<file path="config.mk">
export PLATFORM = sky130hd
export DESIGN_NAME = muxn_arb
export DESIGN_NICKNAME = d
export VERILOG_FILES = /design/src/rtl/muxn_arb.sv
export SDC_FILE = /design/constraint.sdc
export NUM_CORES = 1
export LEC_CHECK = 0
export ABC_AREA = 1
export CAP_MARGIN = 20
export CORE_ASPECT_RATIO = 1.25
export CORE_MARGIN = 10
export CORE_UTILIZATION = 39
export CTS_BUF_LIST = sky130_fd_sc_hd__clkbuf_8
export DETAILED_ROUTE_END_ITERATION = 6
export GPL_TIMING_DRIVEN = 0
export PLACE_DENSITY_LB_ADDON = 0.08
export REMOVE_ABC_BUFFERS = 1
export SKIP_CTS_REPAIR_TIMING = 1
export SLEW_MARGIN = 15
export SYNTH_ARGS = -nofsm -noshare
export SYNTH_HDL_FRONTEND = slang
export SYNTH_SLANG_ARGS = --single-unit
</file>
<file path="constraint.sdc">
create_clock -name clk -period 5 [get_ports clk]
set_clock_uncertainty 0.2 [all_clocks]
set_input_delay 1 -clock clk [delete_from_list [all_inputs] [get_ports clk]]
set_output_delay 1 -clock clk [all_outputs]
set_load 0.01 [all_outputs]
</file>
<file path="src/rtl/muxn_arb.sv">
// CH-way registered mux with round-robin or fixed-priority arbitration.
// Latency: 1 cycle from input transfer to out_valid; 1 word/cycle sustained.
// Backpressure: a held entry with out_ready low blocks every in_ready.
module muxn_arb #(
    parameter int WIDTH = 16,
    parameter int CH    = 4,
    parameter int RR    = 1,
    localparam int SELW = (CH > 1) ? $clog2(CH) : 1
) (
    input  logic                  clk,
    input  logic                  rst_n,
    input  logic [CH*WIDTH-1:0]   in_data,
    input  logic [CH-1:0]         in_valid,
    output logic [CH-1:0]         in_ready,
    output logic [WIDTH-1:0]      out_data,
    output logic                  out_valid,
    input  logic                  out_ready,
    output logic [SELW-1:0]       out_sel
);

    logic [SELW-1:0]  ptr;
    logic [SELW-1:0]  gsel;
    logic [CH-1:0]    grant;
    logic             found;
    logic             load_en;
    logic             xfer;
    logic [WIDTH-1:0] mux_dat;

    assign load_en = !out_valid || out_ready;

    // Two-pass search: channels at or above the pointer first, then wrap to
    // the lowest valid channel. With the pointer held at 0 this degenerates
    // to plain lowest-index priority.
    always_comb begin
        grant = '0;
        gsel  = '0;
        found = 1'b0;
        for (int i = 0; i < CH; i++) begin
            if (!found && in_valid[i] && (SELW'(i) >= ptr)) begin
                found    = 1'b1;
                grant[i] = 1'b1;
                gsel     = SELW'(i);
            end
        end
        for (int i = 0; i < CH; i++) begin
            if (!found && in_valid[i]) begin
                found    = 1'b1;
                grant[i] = 1'b1;
                gsel     = SELW'(i);
            end
        end
    end

    assign in_ready = grant & {CH{load_en & rst_n}};
    assign xfer     = found & load_en;

    // AND-OR select keeps unselected channels (even X) off the datapath.
    always_comb begin
        mux_dat = '0;
        for (int i = 0; i < CH; i++) begin
            mux_dat = mux_dat | (in_data[i*WIDTH +: WIDTH] & {WIDTH{grant[i]}});
        end
    end

    always_ff @(posedge clk or negedge rst_n) begin
        if (!rst_n) begin
            out_valid <= 1'b0;
            out_data  <= '0;
            out_sel   <= '0;
            ptr       <= '0;
        end else begin
            if (xfer) begin
                out_valid <= 1'b1;
                out_data  <= mux_dat;
                out_sel   <= gsel;
            end else if (out_ready) begin
                out_valid <= 1'b0;
            end
            if (RR != 0 && CH > 1 && xfer) begin
                ptr <= (gsel == SELW'(CH - 1)) ? '0 : gsel + SELW'(1);
            end
        end
    end

endmodule

</file>
Word level (Yosys, flattened, before mapping)
Cells that the tools add are included.
{"block": "totals", "register_bits": 21, "input_bits": 71, "elab_cells": 66}
{"block": "classes", "n_addsub": 1, "magnitude_cmp": 4, "n_eq_ne": 1, "muxes": 25, "bitwise": 10, "reduce_logical": 21}
{"operator": "$and 16x16->16", "count": 4}
{"operator": "$or 16x16->16", "count": 3}
{"operator": "$mux 1", "count": 18}
{"operator": "$mux 2", "count": 7}
{"operator": "$logic_and 1x1->1", "count": 11}
{"operator": "$logic_not 1->1", "count": 8}
{"operator": "$and 4x4->4", "count": 1}
{"operator": "$ge 1x2->1 const A", "count": 2}
{"operator": "$ge 2x2->1 const A", "count": 2}
{"operator": "$add 2x1->2 const B", "count": 1}
{"operator": "$and 1x1->1", "count": 2}
{"operator": "$eq 2x2->1 const B", "count": 1}
{"operator": "$reduce_bool 2->1", "count": 1}
{"operator": "$logic_or 1x1->1", "count": 1}

Longest topological paths before layout
Gate-level depths: netlist of the first run.
{"block": "logic_depth", "word_depth": 29, "mapped_depth": 11, "ltp_nobuf": 10}

Least setup slack after synthesis of the first run
OpenSTA, ideal clock, no wires.
{"block": "synth_timing", "kind": "input-to-output", "from": "input port in_valid[2]", "to": "output port in_ready[2]", "arrival_ns": 1.650, "required_time_ns": 3.800, "slack_ns": 2.150, "stages": 5, "n_path_buf": 0, "cell_sequence": "nand2_1 nand2_2 nor2_4 nand4_2 a21oi_1"}
{"block": "synth_between", "elab_chain_cells": 17}
{"item": "start, declared", "line": "13", "source": "input logic [CH-1:0] in_valid,"}
{"item": "$logic_and 1x1->1 (2 in series)", "line": "39", "source": "if (!found && in_valid[i] && (SELW'(i) >= ptr)) begin"}
{"item": "$mux 1", "line": "39"}
{"item": "$logic_not 1->1", "line": "39"}
{"item": "$logic_and 1x1->1 (2 in series)", "line": "39"}
{"item": "$mux 1", "line": "39"}
{"item": "$logic_not 1->1", "line": "46", "source": "if (!found && in_valid[i]) begin"}
{"item": "$logic_and 1x1->1", "line": "46"}
{"item": "$mux 1", "line": "46"}
{"item": "$logic_not 1->1", "line": "46"}
{"item": "$logic_and 1x1->1", "line": "46"}
{"item": "$mux 1", "line": "46"}
{"item": "$logic_not 1->1", "line": "46"}
{"item": "$logic_and 1x1->1", "line": "46"}
{"item": "$mux 1 *", "line": "46"}
{"item": "$and 4x4->4 *", "line": "54", "source": "assign in_ready = grant & {CH{load_en & rst_n}};"}
{"item": "end, declared", "line": "14", "source": "output logic [CH-1:0] in_ready,"}
Every way passes the cells marked *; elsewhere a longest branch is shown, timed or not.

Worst setup path after layout of the first run
{"block": "layout_timing", "from": "input port rst_n", "to": "output port in_ready[1]"}
{"block": "layout_between", "elab_chain_cells": 2}
{"item": "start, declared", "line": "11", "source": "input logic rst_n,"}
{"item": "$and 1x1->1", "line": "54"}
{"item": "$and 4x4->4", "line": "54"}
Every way passes these cells.

==> run summary, run 1 <==
• **result of the run** completed
• **type of element launching the critical path** input port
• **portion of total power attributed to combinational logic** 52.4%
• **total count of hold-check failures in the final report** 0
• **setup repair after global routing missed its margin** false
• **delay of the slowest cell on the worst path** 0.82 ns
• **total number of clock tree sinks** 21
• **number of placed instances with taps included** 327
• **worst slack at placement** 0.5578 ns
• **total global-route track usage** 15.00%
• **clk slew on worst S/H paths** 0.08 ns
• **remaining design rule violation count** 0
• **RePlAce Congestion** 0.8481
• **Layout fillers** 325
• **number of input and output port buffers inserted** 93
• **Final Slew Violations** 0
• **reported leakage power** 1.075 nW
• **width of the die** 73.23 um
• **Final Cycle Share** 79.76%
• **average cell area after synthesis** 6.805 um2
• **clock latency of the later-clocked register in the worst-skew pair** 0.26 ns
• **critical path required time** 3.80 ns
• **number of nets in the finished design** 365
• **metal1 wirelength** 1847 um
• **top layer reached by signal wires** met4
• **share of the synthesized area in the top cell type** 38.04%
• **Max-cap violations** 0
• **standard cell with the maximum stage delay on the critical path** sky130_fd_sc_hd__clkdlybuf4s50_1
• **total number of H-tree levels** 1
• **Final Power** 770.0 uW
• **WL met2** 2332 um
• **warning count from the yosys run** 0
• **clock tree from TritonCTS** done
• **worst vdd rail ir drop** 203.8 uV
• **setup violators final** 0
• **DR pass1 iterations** 4
• **share of synthesized area occupied by flip-flops and latches** 38.04%
• **Ports** 94
• **min cycle time layout** 3.988 ns
• **Sw Pwr** 286.5 uW
• **synthesis-to-layout area growth** 70.11%
• **number of inserted diodes** 0
• **wire length per cell** 14.29 um
• **Rel. slew slack** 53.83%
• **slew at the pin closest to its max-slew limit** 0.6909 ns
• **Sw Share** 37.21%
• **Post-Synthesis Cell Area** 1381 um2
• **Die Y** 86.54 um
• **fraction of the core area covered by cells at the end of the flow** 68.04%
• **Int Power** 483.4 uW
• **nature of the critical path endpoint** output port
• **power per cell area** 327.7 nW/um2
• **Setup CP Type** input port to output port
• **Area contributors post-synth** sky130_fd_sc_hd__dfrtp_1 38%, sky130_fd_sc_hd__nand2_1 32%, sky130_fd_sc_hd__nand4_1 8.2%, sky130_fd_sc_hd__nand2_2 5.9%, sky130_fd_sc_hd__inv_1 2.4%
• **most common cell after layout, fill and taps aside** sky130_fd_sc_hd__nand2_1
• **highest-count cells in the layout ignoring fill and taps** 116 x sky130_fd_sc_hd__nand2_1, 93 x sky130_fd_sc_hd__clkdlybuf4s50_1, 21 x sky130_fd_sc_hd__dfrtp_1, 18 x sky130_fd_sc_hd__nand4_1, 13 x sky130_fd_sc_hd__nand2_2
• **overall routed net length** 4745 um
• **pin count of the biggest net entering global routing** 23
• **number of buffers between clock root and the deepest sink** 2
• **vias in the first global route** 1,704
• **cell at the root of the clock tree** sky130_fd_sc_hd__clkbuf_8
• **top cell type by total area after synthesis** sky130_fd_sc_hd__dfrtp_1
• **Vias per Instance** 4.840
• **starting density of the core** 40.00%
• **count of routing violations after the opening detailed-route iteration** 62
• **wire length of the first global-routing pass** 7803 um
• **vias** 1,607
• **number of standard cells after synthesis** 203
• **Reg power frac** 33.3%
• **worst min-delay path class** register to register
• **number of cells in the finished layout apart from fillers** 332
• **Die ar.** 6337 um2
• **share of final-layout standard cells stronger than drive strength 1** 8.191%
• **number of antenna violations at the first check in global routing** 0
• **Crit path top cell by count** sky130_fd_sc_hd__clkdlybuf4s50_1
• **smallest setup slack after layout** 1.012 ns
• **crit-path max FO** 11
• **number of routed nets with antenna violations** 0
• **critical path arrival** 2.79 ns
• **core area** 3453 um2
• **Fmax** 250.7 MHz
• **number of CTS-inserted buffers** 3
• **global route total overflow** 0
• **number of synthesized register bits** 21
• **metal3 WL** 520 um
• **worst-path cell chain** clkdlybuf4s50_1 -> nand2_1 -> a21oi_1 -> clkdlybuf4s50_1
• **HPWL after detailed placement** 3640 um
• **standard-cell row count** 24
• **distinct cell type count after synthesis** 20
• **clock network power share** 14.3%
• **Sum Neg Setup Slack** 0 ns
-- state kept, by name, summed over array words and instances (netlist names) --
name / cells
out_data: 16
out_sel: 2
ptr: 2
out_valid: 1
-- metrics by stage --
stage | area, um2 | hold slack [ns]
3_5_place_dp | 2288 | 0.2643
2_1_floorplan | 1309 | 0.2948
4_1_cts | 2335 | 0.2860
5_1_grt | 2350 | 0.3089
3_3_place_gp | 2288 | 0.2607
6_report | 2350 | 0.2813
-- power groups by stage --
| stage | clock [mW] | combinational, mW | sequential (mW) |
|---|---|---|---|
| 6_report | 0.110 | 0.403 | 0.256 |
| 5_1_grt | 0.123 | 0.449 | 0.263 |
| 4_1_cts | 0.113 | 0.408 | 0.256 |
| 3_3_place_gp | 0 | 0.405 | 0.258 |
| 3_5_place_dp | 0 | 0.407 | 0.259 |
| 2_1_floorplan | 0 | 0.163 | 0.283 |
-- path summary, 6_finish.rpt --
check	startpoint	endpoint	cells after the start	slack, ns
max	rst_n	in_ready[1]	4	1.01
min	out_data[9]	out_data[9]	2	0.28
max reg2reg	ptr[0]	out_sel[0]	9	2.39
min reg2reg	out_data[9]	out_data[9]	2	0.28
max in group asynchronous	rst_n	out_data[0]	2	3.23
min in group asynchronous	rst_n	out_data[7]	1	0.90
-- worst max-delay path, delay by kind of cell --
kind | cells | cell delay (ns)
AND/OR/NAND/NOR | 1 | 0.22
buffers and inverters | 2 | 1.38
AO/OA/AOI/OAI | 1 | 0.19
-- kinds of logic (layout without fill, tap and decap cells) --
group           Yosys count  in the layout  share of synthesized area, %
buf+inv                  18            108                         7.970
simple gates            157            157                         51.27
flops                    21             21                         38.04
compound gates            7              7                         2.717
-- cells in the mapped netlist --
master / count
sky130_fd_sc_hd__buf_2: 1
sky130_fd_sc_hd__nand4_2: 1
sky130_fd_sc_hd__nand3_2: 1
sky130_fd_sc_hd__nor2_4: 1
sky130_fd_sc_hd__inv_2: 1
sky130_fd_sc_hd__nand2_1: 116
sky130_fd_sc_hd__nand2_2: 13
sky130_fd_sc_hd__buf_6: 2
sky130_fd_sc_hd__o21ai_1: 2
sky130_fd_sc_hd__buf_4: 4
sky130_fd_sc_hd__dfrtp_1: 21
sky130_fd_sc_hd__nand4_1: 18
sky130_fd_sc_hd__nand3_1: 3
sky130_fd_sc_hd__inv_1: 9
sky130_fd_sc_hd__o21a_1: 1
sky130_fd_sc_hd__o21ai_0: 1
sky130_fd_sc_hd__nor2_1: 2
sky130_fd_sc_hd__nand2_4: 2
sky130_fd_sc_hd__a21oi_1: 3
sky130_fd_sc_hd__buf_8: 1
-- cell type report --
class                      instances  area (um2)  share of cell area, %
multi-input combinational        164       745.7                  31.74
tap                               39       48.80                  2.077
sequential                        21       525.5                  22.36
clock inverter                     1       5.005                 0.2130
clock buffer                       3       41.29                  1.757
inverter                          10       37.54                  1.597
timing repair buffer              94       945.9                  40.26
-- per-layer routing --
layer	up-vias	global-route usage [%]
met3	4	6.751
met5	-	0
met2	68	25.45
met4	0	4.671
li1	825	-
met1	710	16.08
(Power assumes the default switching activity.)
==> inputs of run 2 (changes only) <==
- CORE_UTILIZATION: 39 -> 37
- clock period: 5 -> 4 ns (I/O delays scaled with it)
==> run 2 against run 1 <==
Net effect:
- total power increased by 25%
- count of clock-buffer cells in the layout unchanged
- final cell count unchanged
- first-iteration DRC count increased by 61%
- global-route usage increased by 0.24 points
- critical path type unchanged
- critical endpoint is now in_ready[2]
- largest power group unchanged
==> run summary, run 2 (synthesized netlist as in run 1, its figures left out) <==
• **result of the run** completed
• **number of routed nets with antenna violations** 0
• **total count of hold-check failures in the final report** 0
• **Final Power** 965.2 uW
• **remaining design rule violation count** 0
• **share of final-layout standard cells stronger than drive strength 1** 7.850%
• **pin count of the biggest net entering global routing** 23
• **wire length per cell** 14.59 um
• **number of CTS-inserted buffers** 3
• **type of element launching the critical path** input port
• **crit-path max FO** 4
• **Rel. slew slack** 53.20%
• **fraction of the core area covered by cells at the end of the flow** 66.28%
• **min cycle time layout** 3.500 ns
• **slew at the pin closest to its max-slew limit** 0.7012 ns
• **overall routed net length** 4845 um
• **clock latency of the later-clocked register in the worst-skew pair** 0.26 ns
• **standard-cell row count** 24
• **nature of the critical path endpoint** output port
• **number of cells in the finished layout apart from fillers** 332
• **RePlAce Congestion** 0.8198
• **worst reg2reg path depth** 9
• **number of input and output port buffers inserted** 93
• **total global-route track usage** 15.24%
• **number of nets in the finished design** 365
• **count of routing violations after the opening detailed-route iteration** 100
• **register with the most flip-flops** out_data
• **synthesis-to-layout area growth** 70.02%
• **DR pass1 iterations** 4
• **registers with the most flip-flops** out_data (16), out_sel (2), ptr (2)
• **cell at the root of the clock tree** sky130_fd_sc_hd__clkbuf_8
• **launch point of the worst path** in_valid[2]
• **number of antenna violations at the first check in global routing** 0
• **number of buffers between clock root and the deepest sink** 2
• **setup violators final** 0
• **clock tree from TritonCTS** done
• **reported leakage power** 1.076 nW
• **number of placed instances with taps included** 327
• **worst slack at placement** -0.01392 ns
• **end point of the critical path** in_ready[2]
• **endpoint of the lowest-slack register-to-register path** out_sel[0]
• **Die ar.** 6593 um2
• **total number of H-tree levels** 1
• **Final Slew Violations** 0
• **Ports** 94
• **Fmax** 285.7 MHz
• **worst min-delay path class** register to register
• **Final Cycle Share** 87.51%
• **setup repair after global routing missed its margin** false
• **Die Y** 88.32 um
• **critical path required time** 3.00 ns
• **most common cell after layout, fill and taps aside** sky130_fd_sc_hd__nand2_1
• **smallest setup slack after layout** 0.4996 ns
• **clk slew on worst S/H paths** 0.08 ns
• **starting density of the core** 38.98%
• **highest-count cells in the layout ignoring fill and taps** 116 x sky130_fd_sc_hd__nand2_1, 93 x sky130_fd_sc_hd__clkdlybuf4s50_1, 21 x sky130_fd_sc_hd__dfrtp_1, 18 x sky130_fd_sc_hd__nand4_1, 13 x sky130_fd_sc_hd__nand2_2
• **flip-flop count of the largest register after layout** 16
• **vias** 1,590
• **HPWL after detailed placement** 3715 um
• **setup slack of the worst register-to-register path** 1.34 ns
• **vias in the first global route** 1,719
• **worst vdd rail ir drop** 184.5 uV
• **source of the worst register-to-register timing path** ptr[0]
• **Sum Neg Setup Slack** 0 ns
• **Max-cap violations** 0
• **core area** 3543 um2
• **Setup CP Type** input port to output port
• **critical path arrival** 2.50 ns
• **power per cell area** 411.0 nW/um2
• **number of inserted diodes** 0
• **wire length of the first global-routing pass** 8010 um
• **Vias per Instance** 4.789
• **global route total overflow** 0
• **width of the die** 74.65 um
• **total number of clock tree sinks** 21
==> run 2: worst max-delay path: stages <==
cell,delay (ns)
sky130_fd_sc_hd__clkdlybuf4s50_1,0.48
sky130_fd_sc_hd__nand2_1,0.13
sky130_fd_sc_hd__nand2_2,0.07
sky130_fd_sc_hd__nor2_4,0.15
sky130_fd_sc_hd__nand4_2,0.15
sky130_fd_sc_hd__a21oi_1,0.17
sky130_fd_sc_hd__clkdlybuf4s50_1,0.55
==> run 2: how the worst min path moves through the flow <==
stage	start	depth (start not counted)	to
3_3_place_gp	out_data[5]	2	out_data[5]
5_1_grt	out_data[9]	2	out_data[9]
6_report	out_data[12]	2	out_data[12]
3_5_place_dp	out_data[6]	2	out_data[6]
2_1_floorplan	ptr[0]	2	ptr[0]
4_1_cts	out_data[6]	2	out_data[6]
==> run 2: where the power goes <==
part,total [mW],internal (mW),switching (mW)
sequential,0.322,0.282,0.0399
combinational,0.506,0.253,0.252
clock,0.138,0.0684,0.0694
==> run 2: area by class of cell <==
class | count | area (um2)
multi-input combinational | 164 | 745.7
clock inverter | 1 | 3.754
clock buffer | 3 | 41.29
tap | 39 | 48.80
fill | 317 | 1195
inverter | 10 | 37.54
sequential | 21 | 525.5
timing repair buffer | 94 | 945.9
==> run 2: layer usage <==
metal | part of all wire, % | GRT usage, % | up-vias
met5 | 0 | 0 | -
met4 | 2.0 | 5.517 | 0
met3 | 9.3 | 6.502 | 9
met2 | 51 | 27.19 | 54
met1 | 38 | 15.36 | 705
li1 | - | - | 822
==> run 2: stage by stage <==
step           cell area [um2]  hold slack [ns]
4_1_cts                   2333           0.2842
3_3_place_gp              2288           0.2606
3_5_place_dp              2288           0.2640
5_1_grt                   2349           0.3076
6_report                  2349           0.2804
2_1_floorplan             1309           0.2948
==> inputs of run 3 (changes only) <==
- CORE_UTILIZATION: 37 -> 39
- clock period: 4 -> 4.4 ns (I/O delays scaled with it)
==> results of run 3 <==
The final DEF is identical to that of run 1. Status: completed.
Among the figures that moved: setup slack after placement 0.5578 ns -> 0.1978 ns; setup slack after layout 1.012 ns -> 0.6518 ns; register-to-register setup slack 2.39 ns -> 1.79 ns; total power 0.7700 mW -> 0.8750 mW; worst IR drop on VDD 203.8 uV -> 231.6 uV
==> RTL edit 1 (flow settings as in run 1) <==
The parameter `WIDTH` goes from 16 to 32.
--- a/src/rtl/muxn_arb.sv
+++ b/src/rtl/muxn_arb.sv
@@ -2,7 +2,7 @@
 // Latency: 1 cycle from input transfer to out_valid; 1 word/cycle sustained.
 // Backpressure: a held entry with out_ready low blocks every in_ready.
 module muxn_arb #(
-    parameter int WIDTH = 16,
+    parameter int WIDTH = 32,
     parameter int CH    = 4,
     parameter int RR    = 1,
     localparam int SELW = (CH > 1) ? $clog2(CH) : 1
Ports: changed (resized in_data and out_data); port bits go from 94 to 174. The function was not compared with the original's and may differ.
==> RTL edit 1 against run 1 <==
Worst setup slack got worse by 0.64 ns. Worst hold slack gained 0.0098 ns. Sequential cell count is 16 higher. Routed wire length up 100%. Area after synthesis rose by 84%. Register-to-register slack improved by 0.36 ns. Die area up 60%. Power rose by 88%. Critical path depth rose by 3. Global-route usage is 2.6 points higher. Cell area increased by 86%. Count of clock-buffer cells in the layout rose by 3. Critical path type unchanged. Critical endpoint is now in_ready[3]. Largest cell class unchanged. Largest power group unchanged.
==> RTL edit 1: results (changes against run 1) <==
Status -> complete, no violations (unchanged)
Max_slew headroom -> 48.78% (was 53.83%)
CP peak stage delay -> 0.65 ns (was 0.82 ns)
Place WS -> 0.3530 ns (was 0.5578 ns)
RePlAce Congestion -> 0.7919 (was 0.8481)
Largest net degree at the start of global routing -> 70 (was 23)
Synth cell types -> 18 (was 20)
Post-detail-place hpwl -> 7.530 mm (was 3.640 mm)
Slowest-stage cell, CP -> nand3_2 (was clkdlybuf4s50_1)
Global-route wire length before repair -> 14.51 mm (was 7.803 mm)
Clk_lat worst skew -> 0.28 ns (was 0.26 ns)
Crit-path max FO -> 35 (was 11)
Placed inst area -> 4273 µm² (was 2288 µm²)
Port Buffers -> 173 (was 93)
Drt wl/cell -> 14.15 µm (was 14.29 µm)
Vias per cell -> 4.548 (was 4.840)
Share of post-route cells with drive strength above 1 -> 3.407% (was 8.191%)
Seq/Total Area, Yosys -> 36.51% (was 38.04%)
TritonCTS buffer count -> 5 (was 3)
Filler instances -> 601 (was 325)
Crit path DAT -> 3.42 ns (was 2.79 ns)
GRT Total Usage -> 17.64% (was 15.00%)
Pleak -> 2.176 nW (was 1.075 nW)
DR iter-0 viols -> 90 (was 62)
Top area cells in the synthesized netlist -> dfrtp_1, nand2_1, nor2_1, a21oi_1, inv_1 (was dfrtp_1, nand2_1, nand4_1, nand2_2, inv_1)
Largest regs -> out_data x32, out_sel x2, ptr x2 (was out_data x16, out_sel x2, ptr x2)
Peak supply drop -> 157.0 µV (was 203.8 µV)
# H-tree levels -> 2 (was 1)
Number of global-route vias before repair -> 2,941 (was 1,704)
Layout Nets -> 722 (was 365)
RTL edit 1: logic make-up after synthesis:
logic type	after synthesis	share of synthesized area [%]
flops	37	36.51
buf+inv	59	11.10
simple gates	288	44.60
compound gates	39	7.794
RTL edit 1: metal layers:
layer / wire length (µm) / global-route usage (%) / part of all wire [%] / vias to the layer above
met5: 0 / 0 / 0 / -
met4: 72 / 3.974 / 0.76 / 0
met3: 729 / 5.819 / 7.7 / 8
met2: 5192 / 35.10 / 55 / 96
met1: 3518 / 17.18 / 37 / 1361
li1: - / - / - / 1591
RTL edit 1: worst paths after layout:
kind,cells past startpoint,end,start
hold / removal,2,out_sel[1]$_DFFE_PN0P_,out_sel[1]$_DFFE_PN0P_
setup reg to reg,8,out_data[28]$_DFFE_PN0P_,ptr[1]$_DFFE_PN0P_
hold reg to reg,2,out_sel[1]$_DFFE_PN0P_,out_sel[1]$_DFFE_PN0P_
max in group asynchronous,2,out_data[9]$_DFFE_PN0P_,rst_n
min in group asynchronous,1,out_data[23]$_DFFE_PN0P_,rst_n
setup / recovery,7,in_ready[3],in_valid[1]
RTL edit 1: metrics by stage:
stage / power (W) / util, % / hold WS, ns / instances
after floorplan: 0.0008129 / - / 0.2720 / 404
after global placement: 0.001221 / 67.93 / 0.2671 / 662
after detailed placement: 0.001251 / 68.41 / 0.2778 / 664
after CTS: 0.001462 / 69.79 / 0.2952 / 671
after global routing: 0.001562 / 70.11 / 0.3306 / 672
final: 0.001444 / 70.11 / 0.2911 / 672
RTL edit 1: worst reg2reg max path, cell delays in order, from the launching register on:
cell and delay, ns:
dfrtp_1 0.40, nor2_1 0.07, a21oi_1 0.25, nand3_2 0.65, nor2_1 0.29, a21oi_1 0.06
nand2_1 0.12, nor2_1 0.05, nor2_1 0.08
RTL edit 1: where the power goes:
part / total (W) / internal, W / switching [W]
sequential: 0.000454 / 0.000400 / 0.0000537
clock: 0.000206 / 0.000107 / 0.0000984
combinational: 0.000784 / 0.000390 / 0.000394
RTL edit 1: cell type report:
class	count	share of cell area (%)
Sequential cell	37	21.14
Clock inverter	1	0.08571
Tap cell	85	2.429
Timing Repair Buffer	176	40.69
Inverter	40	3.429
Clock buffer	6	1.886
Multi-Input combinational cell	327	30.34
==> RTL edit 2 (config.mk and constraints of run 1) <==
Made on the original files. Make the reset (`rst_n`) synchronous in one clocked block.
--- a/src/rtl/muxn_arb.sv
+++ b/src/rtl/muxn_arb.sv
@@ -62,7 +62,7 @@
         end
     end
 
-    always_ff @(posedge clk or negedge rst_n) begin
+    always_ff @(posedge clk) begin
         if (!rst_n) begin
             out_valid <= 1'b0;
             out_data  <= '0;
Behaviour: differs if rst_n is asserted again (counterexample within 4 cycles, from zero or initial values and one cycle with rst_n low); with rst_n held inactive, the same outputs for 10 cycles.
==> RTL edit 2 against run 1 <==
Cell area rose by 0.85%. Synthesized cell count rose by 26%. Via count rose by 10%. Worst setup slack improved by 0.12 ns. Power fell by 31%. Combinational power fell by 45%. Routed wire length rose by 3.0%. Largest cell class unchanged. Sequential cell count did not move. Critical path depth rose by 3. Maximum frequency rose by 3.0%. Area after synthesis rose by 1.9%. Sequential power fell by 23%.
==> RTL edit 2: results (changes against run 1) <==
Status -> complete, no violations (unchanged)
Crit path DAT -> 2.67 ns (was 2.79 ns)
Layout Nets -> 415 (was 365)
Met2 Wirelength -> 2.517 mm (was 2.332 mm)
Peak supply drop -> 153.3 µV (was 203.8 µV)
Met3 WL post-DR -> 405 µm (was 520 µm)
Met1 WL -> 1.923 mm (was 1.847 mm)
Largest net degree at the start of global routing -> 22 (was 23)
Min-Delay Endpoint -> out_sel[1]$_SDFFE_PN0P_ (was out_data[9]$_DFFE_PN0P_)
DR iter-0 viols -> 104 (was 62)
Slew of the pin with the lowest slew margin -> 0.7540 ns (was 0.6909 ns)
Root Driver -> clkbuf_8 (unchanged)
Complex-gate fraction of the synthesized area -> 2.844% (was 2.717%)
Share of post-route cells with drive strength above 1 -> 3.790% (was 8.191%)
Critical Path Start -> in_valid[2] (was rst_n)
R2R Setup Slk -> 2.53 ns (was 2.39 ns)
Crit-path max FO -> 4 (was 11)
Drt wl/cell -> 12.79 µm (was 14.29 µm)
FF-to-FF End -> out_data[15]$_SDFFE_PN0P_ (was out_sel[0]$_DFFE_PN0P_)
RePlAce Congestion -> 0.8566 (was 0.8481)
Pleak -> 1.181 nW (was 1.075 nW)
Via count -> 1,767 (was 1,607)
Ys flop type -> dfxtp_1 (was dfrtp_1)
Synth cell types -> 18 (was 20)
R2R cell count -> 11 (was 9)
Global-route wire length before repair -> 7.769 mm (was 7.803 mm)
Post-detail-place hpwl -> 3.777 mm (was 3.640 mm)
Async S/R FF share, synth -> 0% (was 100.0%)
R2r startpoint -> ptr[1]$_SDFFE_PN0P_ (was ptr[0]$_DFFE_PN0P_)
Top area cells in the synthesized netlist -> dfxtp_1, nand2_1, nor2_1, nand3_1, inv_1 (was dfrtp_1, nand2_1, nand4_1, nand2_2, inv_1)
==> RTL edit 2: cell count changes after synthesis, moves of 2 or more <==
cell      before  now
inv_1          9   24
buf_2          1    5
dfrtp_1       21    0
clkbuf_1       0    2
nand2_1      116  109
nand3_1        3   20
nor2_1         2   52
a21oi_1        3    7
dfxtp_1        0   21
buf_4          4    1
nand2_2       13    4
nand4_1       18    2
==> RTL edit 2: through the flow <==
stage	power (W)	area (µm²)	std cells	hold slack (ns)	setup WS, ns
2_1_floorplan	0.0003039	1345	246	0.2584	2.172
3_3_place_gp	0.0004221	2325	378	0.2523	1.129
3_5_place_dp	0.0004252	2325	378	0.2622	1.135
4_1_cts	0.0005348	2370	382	0.2735	1.123
5_1_grt	0.0005671	2370	382	0.3054	1.013
6_report	0.0005284	2370	382	0.2722	1.129
==> RTL edit 2: critical path: stages <==
cell and delay, ns:
clkdlybuf4s50_1 0.48, nand2_1 0.12, nand2_1 0.08, nor2_4 0.16, nand3_2 0.12, a21oi_1 0.16
clkdlybuf4s50_1 0.56
==> RTL edit 2: routing by layer <==
layer  up-vias  global-route usage, %
met4         0                  4.414
met1       773                  14.70
met3         4                  5.822
met2        47                  27.10
met5         -                      0
li1        943                      -
==> RTL edit 2: power by group <==
part / total (W) / internal, W / switching, W
clock network: 0.000109 / 0.0000546 / 0.0000545
logic: 0.000222 / 0.000117 / 0.000105
registers: 0.000197 / 0.000187 / 0.00000997
total: 0.000528 / 0.000359 / 0.000170
==> RTL edit 2: area by class of cell <==
class / instances / area (µm²)
well taps: 39 / 48.80
fillers: 342 / 1114
multi-input cells: 199 / 827.0
repair buffers: 93 / 930.9
inverters: 26 / 97.59
clock buffers: 3 / 41.29
clock inverters: 1 / 3.754
flip-flops and latches: 21 / 420.4
